==> src/rtl/libv_wrr_pkg.sv <==
// -----------------------------------------------------------------------------
// libv_wrr_pkg
// Shared constants for the weighted packet-aware round-robin arbiter.
//   DEF_W     : default number of requestors
//   DEF_WGT_W : default per-requestor weight width
// -----------------------------------------------------------------------------
package libv_wrr_pkg;

    localparam int DEF_W     = 8;
    localparam int DEF_WGT_W = 4;

endpackage : libv_wrr_pkg

==> src/rtl/libv_wrr_if.sv <==
// -----------------------------------------------------------------------------
// libv_wrr_if
// Request/grant bundle between requestors (master) and the arbiter (slave).
//   req       : per-requestor request
//   ack       : granted beat accepted this cycle
//   last      : accepted beat ends the current packet
//   weight    : packets per turn, weight[i] = bits [i*WGT_W +: WGT_W]
//   gnt       : one-hot grant or zero
//   gnt_enc   : binary index of gnt, 0 when gnt is zero
//   locked    : a packet is in progress
//   owner_vld : a turn is in progress
// -----------------------------------------------------------------------------
interface libv_wrr_if
    import libv_wrr_pkg::*;
#(
    parameter int W     = DEF_W,
    parameter int WGT_W = DEF_WGT_W
);
    localparam int EW = $clog2(W);

    logic [W-1:0]       req;
    logic               ack;
    logic               last;
    logic [W*WGT_W-1:0] weight;
    logic [W-1:0]       gnt;
    logic [EW-1:0]      gnt_enc;
    logic               locked;
    logic               owner_vld;

    modport master (
        output req, ack, last, weight,
        input  gnt, gnt_enc, locked, owner_vld
    );

    modport slave (
        input  req, ack, last, weight,
        output gnt, gnt_enc, locked, owner_vld
    );

endinterface : libv_wrr_if

==> src/rtl/libv_wrr_rr_pick.sv <==
// -----------------------------------------------------------------------------
// libv_rr_pick
// Combinational round-robin pick: first set bit of req at or above the
// one-hot pointer, wrapping to the lowest set bit below it.
//   req : W-bit request vector
//   ptr : one-hot priority pointer
//   sel : one-hot selection (zero when req is zero)
//   enc : binary index of sel (zero when sel is zero)
// -----------------------------------------------------------------------------
module libv_rr_pick
    import libv_wrr_pkg::*;
#(
    parameter int W  = DEF_W,
    parameter int EW = $clog2(W)
) (
    input  logic [W-1:0]  req,
    input  logic [W-1:0]  ptr,
    output logic [W-1:0]  sel,
    output logic [EW-1:0] enc
);

    logic [W-1:0] mask;
    logic [W-1:0] hi;
    logic [W-1:0] cand;

    always_comb begin
        // Inclusive-left mask: the pointer bit and everything above it.
        mask = ~(ptr - W'(1));
        hi   = req & mask;
        cand = (|hi) ? hi : req;
        // Isolate the lowest set bit.
        sel  = cand & (~cand + W'(1));
        enc  = '0;
        for (int i = 0; i < W; i++) begin
            if (sel[i]) enc = enc | EW'(i);
        end
    end

endmodule : libv_rr_pick

==> src/rtl/libv_wrr.sv <==
// -----------------------------------------------------------------------------
// libv_wrr
// Weighted, packet-aware round-robin arbiter. Each requestor wins a turn of up
// to weight[i] packets (0 treated as 1); the grant is locked to the owner
// while a packet is in progress. Grant is combinational.
//   clk : clock
//   rst : synchronous active-high reset
//   bus : libv_wrr_if slave side (req/ack/last/weight in, gnt/gnt_enc/
//         locked/owner_vld out)
// -----------------------------------------------------------------------------
module libv_wrr
    import libv_wrr_pkg::*;
#(
    parameter int W     = DEF_W,
    parameter int WGT_W = DEF_WGT_W
) (
    input  logic      clk,
    input  logic      rst,
    libv_wrr_if.slave bus
);

    localparam int EW = $clog2(W);

    logic [W-1:0]     ptr_r;
    logic             own_r;
    logic [EW-1:0]    owner_r;
    logic             lock_r;
    logic [WGT_W-1:0] cred_r;

    logic [W-1:0]     own_oh;
    logic             own_req;
    logic             hold;
    logic             forfeit;
    logic [W-1:0]     fwd_ptr;
    logic [W-1:0]     pick_ptr;
    logic [W-1:0]     pick_sel;
    logic [EW-1:0]    pick_enc;
    logic [W-1:0]     gnt;
    logic [EW-1:0]    gnt_enc;
    logic [WGT_W-1:0] wsel;
    logic [WGT_W-1:0] cred_base;
    logic             upd;
    logic [W-1:0]     gnt_rll;

    always_comb begin
        own_oh  = W'(1) << owner_r;
        own_req = bus.req[owner_r];
        hold    = own_r && (lock_r || own_req);
        // Idle owner between packets gives up the rest of its turn at once.
        forfeit = own_r && !lock_r && !own_req;
        fwd_ptr = {own_oh[W-2:0], own_oh[W-1]};
        pick_ptr = forfeit ? fwd_ptr : ptr_r;
    end

    libv_rr_pick #(.W(W), .EW(EW)) u_pick (
        .req (bus.req),
        .ptr (pick_ptr),
        .sel (pick_sel),
        .enc (pick_enc)
    );

    always_comb begin
        if (hold) begin
            // Locked owner that drops req produces a bubble, not a handover.
            gnt     = own_oh & bus.req;
            gnt_enc = own_req ? owner_r : '0;
        end else begin
            gnt     = pick_sel;
            gnt_enc = pick_enc;
        end
        wsel      = bus.weight[gnt_enc*WGT_W +: WGT_W];
        // Weight only matters when a new turn starts; a held turn keeps its count.
        cred_base = hold ? cred_r : ((wsel == '0) ? WGT_W'(1) : wsel);
        upd       = bus.ack && (|gnt);
        gnt_rll   = {gnt[W-2:0], gnt[W-1]};
    end

    always_ff @(posedge clk) begin
        if (rst) begin
            ptr_r   <= W'(1);
            own_r   <= 1'b0;
            owner_r <= '0;
            lock_r  <= 1'b0;
            cred_r  <= '0;
        end else begin
            if (forfeit) begin
                own_r  <= 1'b0;
                ptr_r  <= fwd_ptr;
                cred_r <= '0;
            end
            // An accepted beat overrides the forfeit bookkeeping above.
            if (upd) begin
                if (!bus.last) begin
                    own_r   <= 1'b1;
                    owner_r <= gnt_enc;
                    lock_r  <= 1'b1;
                    cred_r  <= cred_base;
                end else if (cred_base == WGT_W'(1)) begin
                    own_r  <= 1'b0;
                    lock_r <= 1'b0;
                    ptr_r  <= gnt_rll;
                end else begin
                    own_r   <= 1'b1;
                    owner_r <= gnt_enc;
                    lock_r  <= 1'b0;
                    cred_r  <= cred_base - WGT_W'(1);
                end
            end
        end
    end

    assign bus.gnt       = gnt;
    assign bus.gnt_enc   = gnt_enc;
    assign bus.locked    = lock_r;
    assign bus.owner_vld = own_r;

endmodule : libv_wrr

==> src/flat_wrapper.sv <==
// flat-port wrapper written by rule: the top's interface ports become plain ports
module libv_wrr_flat import libv_wrr_pkg::*;
#(
    parameter int W     = DEF_W,
    parameter int WGT_W = DEF_WGT_W
)
  (clk, rst, bus_req, bus_ack, bus_last, bus_weight, bus_gnt, bus_gnt_enc, bus_locked, bus_owner_vld);
  libv_wrr_if #(.W(W), .WGT_W(WGT_W)) bus_i ();
  input  logic clk;
  input  logic rst;
  input wire logic [$bits(bus_i.req)-1:0] bus_req;
  input wire logic [$bits(bus_i.ack)-1:0] bus_ack;
  input wire logic [$bits(bus_i.last)-1:0] bus_last;
  input wire logic [$bits(bus_i.weight)-1:0] bus_weight;
  output wire logic [$bits(bus_i.gnt)-1:0] bus_gnt;
  output wire logic [$bits(bus_i.gnt_enc)-1:0] bus_gnt_enc;
  output wire logic [$bits(bus_i.locked)-1:0] bus_locked;
  output wire logic [$bits(bus_i.owner_vld)-1:0] bus_owner_vld;
  assign bus_i.req = bus_req;
  assign bus_i.ack = bus_ack;
  assign bus_i.last = bus_last;
  assign bus_i.weight = bus_weight;
  assign bus_gnt = bus_i.gnt;
  assign bus_gnt_enc = bus_i.gnt_enc;
  assign bus_locked = bus_i.locked;
  assign bus_owner_vld = bus_i.owner_vld;
  libv_wrr #(.W(W), .WGT_W(WGT_W)) u_core (.clk(clk), .rst(rst), .bus(bus_i));
endmodule
==> config.mk <==
export PLATFORM = sky130hd
export DESIGN_NAME = libv_wrr_flat
export DESIGN_NICKNAME = d
export VERILOG_FILES = /design/src/rtl/libv_wrr_pkg.sv /design/src/rtl/libv_wrr_if.sv /design/src/rtl/libv_wrr_rr_pick.sv /design/src/rtl/libv_wrr.sv /design/src/flat_wrapper.sv
export SDC_FILE = /design/constraint.sdc
export NUM_CORES = 1
export LEC_CHECK = 0
export CORE_MARGIN = 2
export CORE_UTILIZATION = 30
export CTS_BUF_LIST = sky130_fd_sc_hd__clkbuf_4 sky130_fd_sc_hd__clkbuf_8
export CTS_CLUSTER_DIAMETER = 50
export DETAILED_ROUTE_END_ITERATION = 8
export GPL_TIMING_DRIVEN = 0
export SLEW_MARGIN = 10
export SYNTH_ARGS = -nofsm -noshare
export SYNTH_HDL_FRONTEND = slang
export SYNTH_SLANG_ARGS = --single-unit
export TNS_END_PERCENT = 30
==> constraint.sdc <==
create_clock -name clk -period 6.2 [get_ports clk]
set_clock_uncertainty 0.15 [all_clocks]
set_input_delay 0.93 -clock clk [delete_from_list [all_inputs] [get_ports clk]]
set_output_delay 0.93 -clock clk [all_outputs]
set_load 0.1 [all_outputs]
Word-level counts from Yosys, hierarchy flattened --
Cells that the tools add are included.
Storage, ports and cells: bits of input ports 44, flip-flop bits (word level) 17, latch bits 0, memories 0, output and inout bits 13, memory bits (read-only) 0, RAM bits 0
Cells by class: shift-type cells 2, multiply operators 0, mux-type cells 30, bitwise logic cells 5, magnitude comparators 1, eq/ne operators 2, add/subtract/negate cells 3, div/mod/pow operators 0, reductions and logical operators 12
Operators by type and width (count):
- $mux W8 | 6
- $shiftx A32 B6 Y4 | 1
- $and A8 B8 Y8 | 3
- $mux W3 | 8
- $mux W4 | 6
- $not A8 Y8 | 2
- $reduce_or A8 Y1 | 2
- $add A8 B1 Y8 const B | 1
- $shl A1 B3 Y8 const A | 1
- $sub A8 B1 Y8 const B | 1
- $mux W1 | 7
- $eq A4 B1 Y1 const B | 1
- $logic_and A1 B1 Y1 | 4
- $logic_not A4 Y1 | 1
- $lt A3 B4 Y1 const B | 1
- $mux W2 | 2
- $sub A4 B1 Y4 const B | 1
- $bmux W1 S3 | 1
- $logic_not A1 Y1 | 2
- $ne A2 B2 Y1 const B | 1
- $reduce_and A2 Y1 | 1
- $reduce_bool A2 Y1 | 1
- $logic_or A1 B1 Y1 | 1

Depth between registers and ports, before layout --
Gate-level depths: netlist of run 1.
word-level depth 29, mapped depth 29, mapped depth without buffers 25

By module --
From an unflattened synthesis of run 1, not the netlist that was laid out.
Second synthesis, totals: cell total of the unflattened synthesis 326, area, all modules 2332.2 um^2
By module, submodules not included:
- libv_wrr | cells each 247, instances 1, area an instance 1794.2 um^2, sequential area each 340.3 um^2
- libv_rr_pick | cells each 79, instances 1, area an instance 538.0 um^2, sequential area each 0.0 um^2

Least setup slack after synthesis of run 1 --
OpenSTA, ideal clock, no wires.
kind input-to-reg, from input bus_req[5], to register u_core.ptr_r[0], stages 22, required time 5.925 ns, setup slack -2.646 ns, setup time 0.125 ns, arrival time 8.571 ns, path through clkbuf_1 -> mux2i_1 -> o22ai_2 -> nor3_2 -> clkbuf_1 -> mux2i_1 -> ha_1 -> clkbuf_1 -> nor4bb_1 -> a211oi_1 -> nor2_1 -> nand3_1 -> nand2_1 -> a41o_1 -> o41ai_1 -> nor4_1 -> a31oi_1 -> and2_1 -> nand4_2 -> buf_2 -> mux2i_1 -> nand2_1
RTL lines:
- start, declared | RTL line flat_wrapper.sv:11 | input wire logic [$bits(bus_i.req)-1:0] bus_req;
- $bmux W1 S3 | RTL line libv_wrr.sv:47 | own_req = bus.req[owner_r];
- $mux W1 (implied by the code) | RTL line libv_wrr.sv:47
- $logic_not A1 Y1 | RTL line libv_wrr.sv:50 | forfeit = own_r && !lock_r && !own_req;
- $logic_and A1 B1 Y1 | RTL line libv_wrr.sv:50
- $mux W8 | RTL line libv_wrr.sv:52 | pick_ptr = forfeit ? fwd_ptr : ptr_r;
- $sub A8 B1 Y8 | RTL line libv_wrr_rr_pick.sv:28 | mask = ~(ptr - W'(1));
- $not A8 Y8 | RTL line libv_wrr_rr_pick.sv:28
- $and A8 B8 Y8 | RTL line libv_wrr_rr_pick.sv:29 | hi = req & mask;
- (+2 left out)
- $not A8 Y8 | RTL line libv_wrr_rr_pick.sv:32 | sel = cand & (~cand + W'(1));
- $add A8 B1 Y8 | RTL line libv_wrr_rr_pick.sv:32
- $and A8 B8 Y8 | RTL line libv_wrr_rr_pick.sv:32
- $mux W8 (*) | RTL line libv_wrr.sv:63 | if (hold) begin
- net bus_gnt[4] | RTL line flat_wrapper.sv:15 | output wire logic [$bits(bus_i.gnt)-1:0] bus_gnt;
- $reduce_or A8 Y1 (*) | RTL line libv_wrr.sv:74 | upd = bus.ack && (|gnt);
- $logic_and A1 B1 Y1 (*) | RTL line libv_wrr.sv:74
- $mux W8 (*) | RTL line libv_wrr.sv:92 | if (upd) begin
- end signal, assigned | RTL line libv_wrr.sv:88 | ptr_r <= fwd_ptr;
- end signal, assigned | RTL line libv_wrr.sv:101 | ptr_r <= gnt_rll;
- end, declared | RTL line libv_wrr.sv:24 | logic [W-1:0] ptr_r;
The timed path passes the listed nets; every way through them passes the cells marked *. The select of a mux whose other input is x is not followed. A chain may end at the register's enable or synchronous reset.

Final worst setup path of run 1 --
from input bus_req[0], to output bus_gnt[4]
On the way: cells in the longest elaborated chain, start to end 14
RTL lines:
- $bmux W1 S3 | RTL line libv_wrr.sv:47
- $mux W1 (implied by the code) | RTL line libv_wrr.sv:47
- $logic_not A1 Y1 | RTL line libv_wrr.sv:50
- $logic_and A1 B1 Y1 | RTL line libv_wrr.sv:50
- $mux W8 | RTL line libv_wrr.sv:52
- $sub A8 B1 Y8 | RTL line libv_wrr_rr_pick.sv:28
- $not A8 Y8 | RTL line libv_wrr_rr_pick.sv:28
- $and A8 B8 Y8 | RTL line libv_wrr_rr_pick.sv:29
- $reduce_or A8 Y1 | RTL line libv_wrr_rr_pick.sv:30 | cand = (|hi) ? hi : req;
- $mux W8 | RTL line libv_wrr_rr_pick.sv:30
- $not A8 Y8 | RTL line libv_wrr_rr_pick.sv:32
- $add A8 B1 Y8 | RTL line libv_wrr_rr_pick.sv:32
- $and A8 B8 Y8 | RTL line libv_wrr_rr_pick.sv:32
- $mux W8 (*) | RTL line libv_wrr.sv:63
- end, declared | RTL line flat_wrapper.sv:15
Every way passes the cells marked *; elsewhere a longest branch is shown, timed or not. The select of a mux whose other input is x is not followed.

==> results of run 1 <==
cell usage after synthesis (4+ instances only):
| cell type | number |
|---|---|
| nand2_1 | 41 |
| or3_1 | 4 |
| dfxtp_1 | 17 |
| o21ai_0 | 6 |
| a31oi_1 | 8 |
| and3_1 | 8 |
| a211oi_1 | 11 |
| inv_1 | 6 |
| nor3_1 | 5 |
| nor4_1 | 5 |
| nor3b_1 | 6 |
| nand2b_1 | 7 |
| clkbuf_1 | 11 |
| o211ai_1 | 4 |
| nand3_1 | 15 |
| a311oi_1 | 7 |
| a21oi_1 | 14 |
| buf_2 | 6 |
| nor2_1 | 34 |
| a41oi_1 | 4 |
| mux2i_1 | 23 |
| and2_1 | 5 |
metrics by stage:
step	setup slack (ps)	setup TNS (ps)	hold WS (ps)
floorplan	18.6	0	311
global placement	-1480	-32820	321
detailed placement	-1450	-31770	327
CTS	2.78	0	339
global route	-68.5	-776	353
finish	53.3	0	342
registers in the layout, indices dropped and copies added (netlist names):
| signal | cells |
|---|---|
| u_core.bus.locked | 1 |
| u_core.owner_r | 3 |
| u_core.cred_r | 4 |
| u_core.ptr_r | 8 |
| u_core.bus.owner_vld | 1 |
layer usage:
layer / share of wire / track usage / vias to the layer above
li1: - / - / 1456
met2: 0.49 / 0.330 / 134
met3: 0.059 / 0.0265 / 22
met5: 0 / 0 / -
met1: 0.42 / 0.254 / 1437
met4: 0.032 / 0.0725 / 0
final timing paths:
path / slack, ps / endpoint / start
max: 50 / bus_gnt[4] / bus_req[0]
min: 340 / u_core.cred_r[2] / u_core.cred_r[2]
max reg2reg: 350 / u_core.cred_r[3] / u_core.owner_r[1]
min reg2reg: 340 / u_core.cred_r[2] / u_core.cred_r[2]
cell type report:
class                   instances  area, µm²
plain buffers                  21        181
clock buffers                   4       48.8
fillers                       742       3930
inverters                       9       48.8
multi-input cells             282       2330
flip-flops and latches         17        342
well taps                     102        128
repair buffers                 89        800
tightest hold or removal path: cells and delay by family, from the launching register on:
kind	cells	cell delay, ps
compound gates	1	60
flops	1	310
simple gates	1	80
kinds of logic (layout without fill, tap and decap cells):
group | count (synthesis) | in the layout | synth area share
buf+inv | 30 | 123 | 0.0621
mux | 30 | 30 | 0.139
compound gates | 101 | 101 | 0.332
fa+ha+maj | 3 | 3 | 0.0154
xor+xnor | 4 | 4 | 0.0144
simple gates | 144 | 144 | 0.297
flops | 17 | 17 | 0.140
timing repair:
item,4_1_cts,5_1_grt
cloned,0,1
buffers inserted,14,20
endpoints found under the setup margin,27,25
resized for setup,82,56
pin swaps,13,22
==> impl_metrics.json, run 1 <==
{
  "synth_seq_cells": 17,
  "final_common_cell": "nand2_1",
  "vias": 3049,
  "grt.total_usage": 0.196,
  "cpMaxStageDelayCell": "clkdlybuf4s15_2",
  "cts_buffer_depth": 2,
  "cts_buffers": 3,
  "yosys.area.top_type_share": 0.140,
  "postSynthCellCount": 329,
  "root_buffer": "clkbuf_8",
  "cp.buffers_inverters": 7,
  "syn-cell-area_um2": 2440,
  "antenna_left": 0,
  "wl_per_cell_um": 17.6,
  "async_reset_ff_frac": 0,
  "max_slew.worst_pin.slew_ps": 968,
  "cp-end-kind": "primary output",
  "max_freq_mhz": 163,
  "cts_num_sinks": 17,
  "placed_cell_area_um2": 3250,
  "cts_hold_buf": 0,
  "grt_pass1_wl_um": 14000,
  "fin_area_um2": 3880,
  "synth_flop_cell": "dfxtp_1",
  "final_cell_mix": "nand2_1 (38), clkdlybuf4s50_1 (37), nor2_1 (34), buf_4 (33), mux2i_1 (18)",
  "maxCapViolations": 0,
  "finalMaxSlewViolations": 0,
  "die_w_um": 94.1,
  "globalplace.congestion": 0.872,
  "vias_per_cell": 5.82,
  "layout.nets": 470,
  "crit_path_frequent_cell": "buf_4",
  "status": "complete, no violations",
  "diodes": 0,
  "critical_path.max_stage_delay_ps": 620,
  "row_count": 32,
  "slew_headroom": 0.353,
  "setup_viol": 0,
  "initial_utilization": 0.312,
  "ys_warn_count": 0,
  "cp.depth": 19,
  "rsz0062_at_grt": "yes",
  "dr.pass1.iters": 5,
  "io_pins": 57,
  "path_delay_family": "compound AO/OA/AOI/OAI gates",
  "overflow": 0,
  "finalCritPeriodShare": 0.991,
  "synth_fp_nets": 376,
  "routed_wl_um": 9200,
  "crit_type": "input port to primary output",
  "core_um2": 7810,
  "synth_cell_types": 73,
  "syn_to_final_growth_pct": 59.2,
  "worstPathCellList": "buf_12 -> mux2_4 -> o2bb2ai_4 -> or3_1 -> buf_6 -> nand2_1 -> nand2_4 -> inv_2 -> ha_4 -> clkbuf_8 -> a21oi_1 -> o21a_1 -> a2111o_1 -> a21oi_4 -> buf_4 -> buf_4 -> a31oi_1 -> o41ai_4 -> clkdlybuf4s15_2",
  "antenna_found_initial": 0,
  "grt_max_degree": 11,
  "required_ps": 5120,
  "final_core_util": 0.497,
  "path_max_fanout": 10,
  "cts_tree": "done",
  "dp.cells": 485,
  "place_hpwl_um": 6660,
  "r2r.worst_path.cells": 25,
  "crit_arrival_ps": 5070,
  "crit_path_start_kind": "input port",
  "final-instance-count-excl-fill": 524,
  "whs_path_depth": 2,
  "drc": 0,
  "ys_seq_area_frac": 0.140,
  "drive_gt1_frac": 0.322,
  "period_minus_slack_ps": 6150,
  "clk_latency_ps": 250,
  "die_y_um": 94.1,
  "syn_area_per_cell_um2": 7.40,
  "grt_pass1_vias": 2863,
  "io_buffers": 54,
  "synth_edf_count": 0,
  "hold_violations": 0,
  "dieArea_um2": 8860,
  "drtIter0Drc": 247,
  "yosys.area.top_type": "dfxtp_1",
  "h-tree-depth": 1,
  "clk_pin_slew_worst_paths_ps": 70,
  "hold_class": "flip-flop to flip-flop",
  "synth.area.top_cells": "dfxtp_1 (14%), mux2i_1 (9.5%), nand2_1 (6.3%), nor2_1 (5.2%), a211oi_1 (3.4%)"
}
Power of run 1 is not shown: default switching activity piles up to over one toggle a cycle in this logic, so the estimate is an artifact.
==> run 2, diff against run 1 <==
--- a/config.mk
+++ b/config.mk
@@ -10,7 +10,9 @@
 export CTS_BUF_LIST = sky130_fd_sc_hd__clkbuf_4 sky130_fd_sc_hd__clkbuf_8
 export CTS_CLUSTER_DIAMETER = 50
 export DETAILED_ROUTE_END_ITERATION = 8
+export DONT_BUFFER_PORTS = 1
 export GPL_TIMING_DRIVEN = 0
+export MAX_ROUTING_LAYER = met4
 export SLEW_MARGIN = 10
 export SYNTH_ARGS = -nofsm -noshare
 export SYNTH_HDL_FRONTEND = slang
==> constraint.sdc (replaced) <==
create_clock -name clk -period 6.2 [get_ports clk]
set_clock_uncertainty 0.15 [all_clocks]
set_input_delay 0.93 -clock clk [delete_from_list [all_inputs] [get_ports clk]]
set_output_delay 0.93 -clock clk [all_outputs]
set_load 0.005 [all_outputs]
==> run 2 against run 1 <==
Compared with the run above: register-to-register slack about the same; worst setup slack gained 130 ps; non-clock buffer count down 67; final cell count shrank 13%; via count shrank 9.6%; routed wire length decreased by 6.9%; cell area decreased by 20%; utilization shrank 10 points.
==> impl_metrics.json, run 2 (same netlist as run 1, synthesis figures left out) <==
{
  "finalCritPeriodShare": 0.970,
  "crit_arrival_ps": 6050,
  "wl_per_cell_um": 18.8,
  "drive_gt1_frac": 0.270,
  "vias_per_cell": 6.03,
  "p_leak_nw": 1.13,
  "path_max_fanout": 10,
  "worstPathCellList": "mux2_4 -> o2bb2ai_2 -> nor3_4 -> buf_8 -> mux2i_2 -> ha_4 -> buf_8 -> a21oi_1 -> o21a_1 -> a2111o_1 -> a21oi_4 -> a31oi_2 -> o211a_1 -> a21bo_4 -> buf_6 -> mux2i_1 -> mux4_2 -> nor3_2 -> o21a_1 -> ha_4 -> a41oi_4 -> buf_12 -> nand3b_1 -> a21oi_1",
  "cp-end-kind": "flip-flop",
  "grt.total_usage": 0.192,
  "setup_ws_ps": 188,
  "final_common_cell": "nand2_1",
  "routed_wl_um": 8570,
  "maxCapViolations": 0,
  "seqCellArea_um2": 340,
  "largest_reg_flops": 8,
  "io_pins": 57,
  "fillers": 832,
  "vdd_drop_max_mv": 0.513,
  "p_int_w": 0.000999,
  "dr.pass1.iters": 4,
  "switching_share": 0.511,
  "diodes": 0,
  "finalMaxSlewViolations": 0,
  "drtIter0Drc": 200,
  "hold_class": "flip-flop to flip-flop",
  "grt_pass1_vias": 2673,
  "antenna_found_initial": 0,
  "root_buffer": "clkbuf_8",
  "layout.nets": 403,
  "critical_path.max_stage_delay_ps": 510,
  "multi_input_area_um2": 2180,
  "cts_buffer_depth": 2,
  "initial_utilization": 0.312,
  "hold_violations": 0,
  "regMostFlops": "u_core.ptr_r",
  "p_total_w": 0.00204,
  "reg.largest.list": "u_core.ptr_r: 8 flops, u_core.cred_r: 4 flops, u_core.owner_r: 3 flops",
  "die_w_um": 94.1,
  "dieArea_um2": 8860,
  "syn_to_final_growth_pct": 26.6,
  "pwr-share-comb": 0.865,
  "clk_pin_slew_worst_paths_ps": 70,
  "max_freq_mhz": 166,
  "cts_num_sinks": 17,
  "crit_type": "input port to flip-flop",
  "core_um2": 7810,
  "antenna_left": 0,
  "overflow": 0,
  "cts_hold_buf": 0,
  "grt_pass1_wl_um": 13300,
  "required_ps": 6230,
  "grt_max_degree": 11,
  "h-tree-depth": 1,
  "cts_tree": "done",
  "io_buffers": 0,
  "switchingPower_w": 0.00104,
  "pwr_density_cell_nw_per_um2": 663,
  "pwr-share-clk": 0.043,
  "timing.setup.tns_ps": 0,
  "p_seq_frac": 0.092,
  "row_count": 32,
  "slew_headroom": 0.390,
  "globalplace.congestion": 0.910,
  "post-place-ws_ps": -897,
  "max_slew.worst_pin.slew_ps": 903,
  "status": "complete, no violations",
  "period_minus_slack_ps": 6010,
  "drc": 0,
  "place_hpwl_um": 6390,
  "final_cell_mix": "nand2_1 (39), nor2_1 (34), buf_4 (21), mux2i_1 (20), dfxtp_1 (17)",
  "clk_latency_ps": 250,
  "setup_viol": 0,
  "crit_path_start_kind": "input port",
  "vias": 2757,
  "die_y_um": 94.1,
  "cpMaxStageDelayCell": "a2111o_1",
  "cts_buffers": 3
}
[run 2: cell types whose count changed in the layout (fill, tap and decap cells not counted), moves of 3 or more]
cell             delta
clkdlybuf4s15_2     -5
nand2_4             -3
buf_4              -12
buf_2               -3
clkdlybuf4s50_1    -37
[run 2: power by group through the flow]
stage | combinational (W) | sequential, W | clock [W]
finish | 0.00177 | 0.000187 | 0.0000884
global route | 0.00192 | 0.000192 | 0.0000932
CTS | 0.00154 | 0.000184 | 0.0000879
detailed placement | 0.00137 | 0.000186 | 0
global placement | 0.00135 | 0.000185 | 0
floorplan | 0.00111 | 0.000171 | 0
[run 2: through the flow]
step	util	hold slack [ps]	cell area [µm²]	cells
2_1_floorplan	-	311	2460	329
3_3_place_gp	0.332	323	2590	431
3_5_place_dp	0.332	332	2590	431
4_1_cts	0.365	343	2850	444
5_1_grt	0.395	363	3080	457
6_report	0.395	351	3080	457
[run 2: final timing paths]
| kind | from | endpoint | slack (ps) | depth (start not counted) |
|---|---|---|---|---|
| worst max-delay path | bus_req[0] | u_core.cred_r[2] | 190 | 24 |
| worst min register to register | u_core.cred_r[2] | u_core.cred_r[2] | 350 | 2 |
| worst max register to register | u_core.owner_r[1] | u_core.cred_r[2] | 350 | 25 |
| worst min-delay path | u_core.cred_r[2] | u_core.cred_r[2] | 350 | 2 |
[run 2: what timing repair did]
action	in CTS	in global routing
pin swaps	10	20
endpoints found under the setup margin	16	16
gates resized for setup	25	32
cloned	0	1
buffers inserted	9	12
[run 2: worst max-delay path: cells and delay by family]
kind,cells,cell delay (ps)
AOI/OAI and AO/OA,11,2310
adders and majority gates,2,400
buffers and inverters,4,610
muxes,4,1170
and+or+nand+nor,3,580
[run 2: per-layer routing]
layer  vias to the layer above  part of all wire  wire, µm  global-route usage
met5                         -                 0         0                   -
li1                       1328                 -         -                   -
met3                        14             0.066       564              0.0321
met1                      1306              0.43      3710               0.247
met2                       109              0.49      4160               0.326
met4                         0             0.016       140              0.0278
[run 2: area by class of cell]
type / count / area share
repair buffers: 22 / 0.0568
multi-input cells: 282 / 0.709
clock buffers: 4 / 0.0158
plain buffers: 21 / 0.0544
flip-flops and latches: 17 / 0.110
inverters: 9 / 0.0126
well taps: 102 / 0.0414
(Power assumes the default switching activity.)
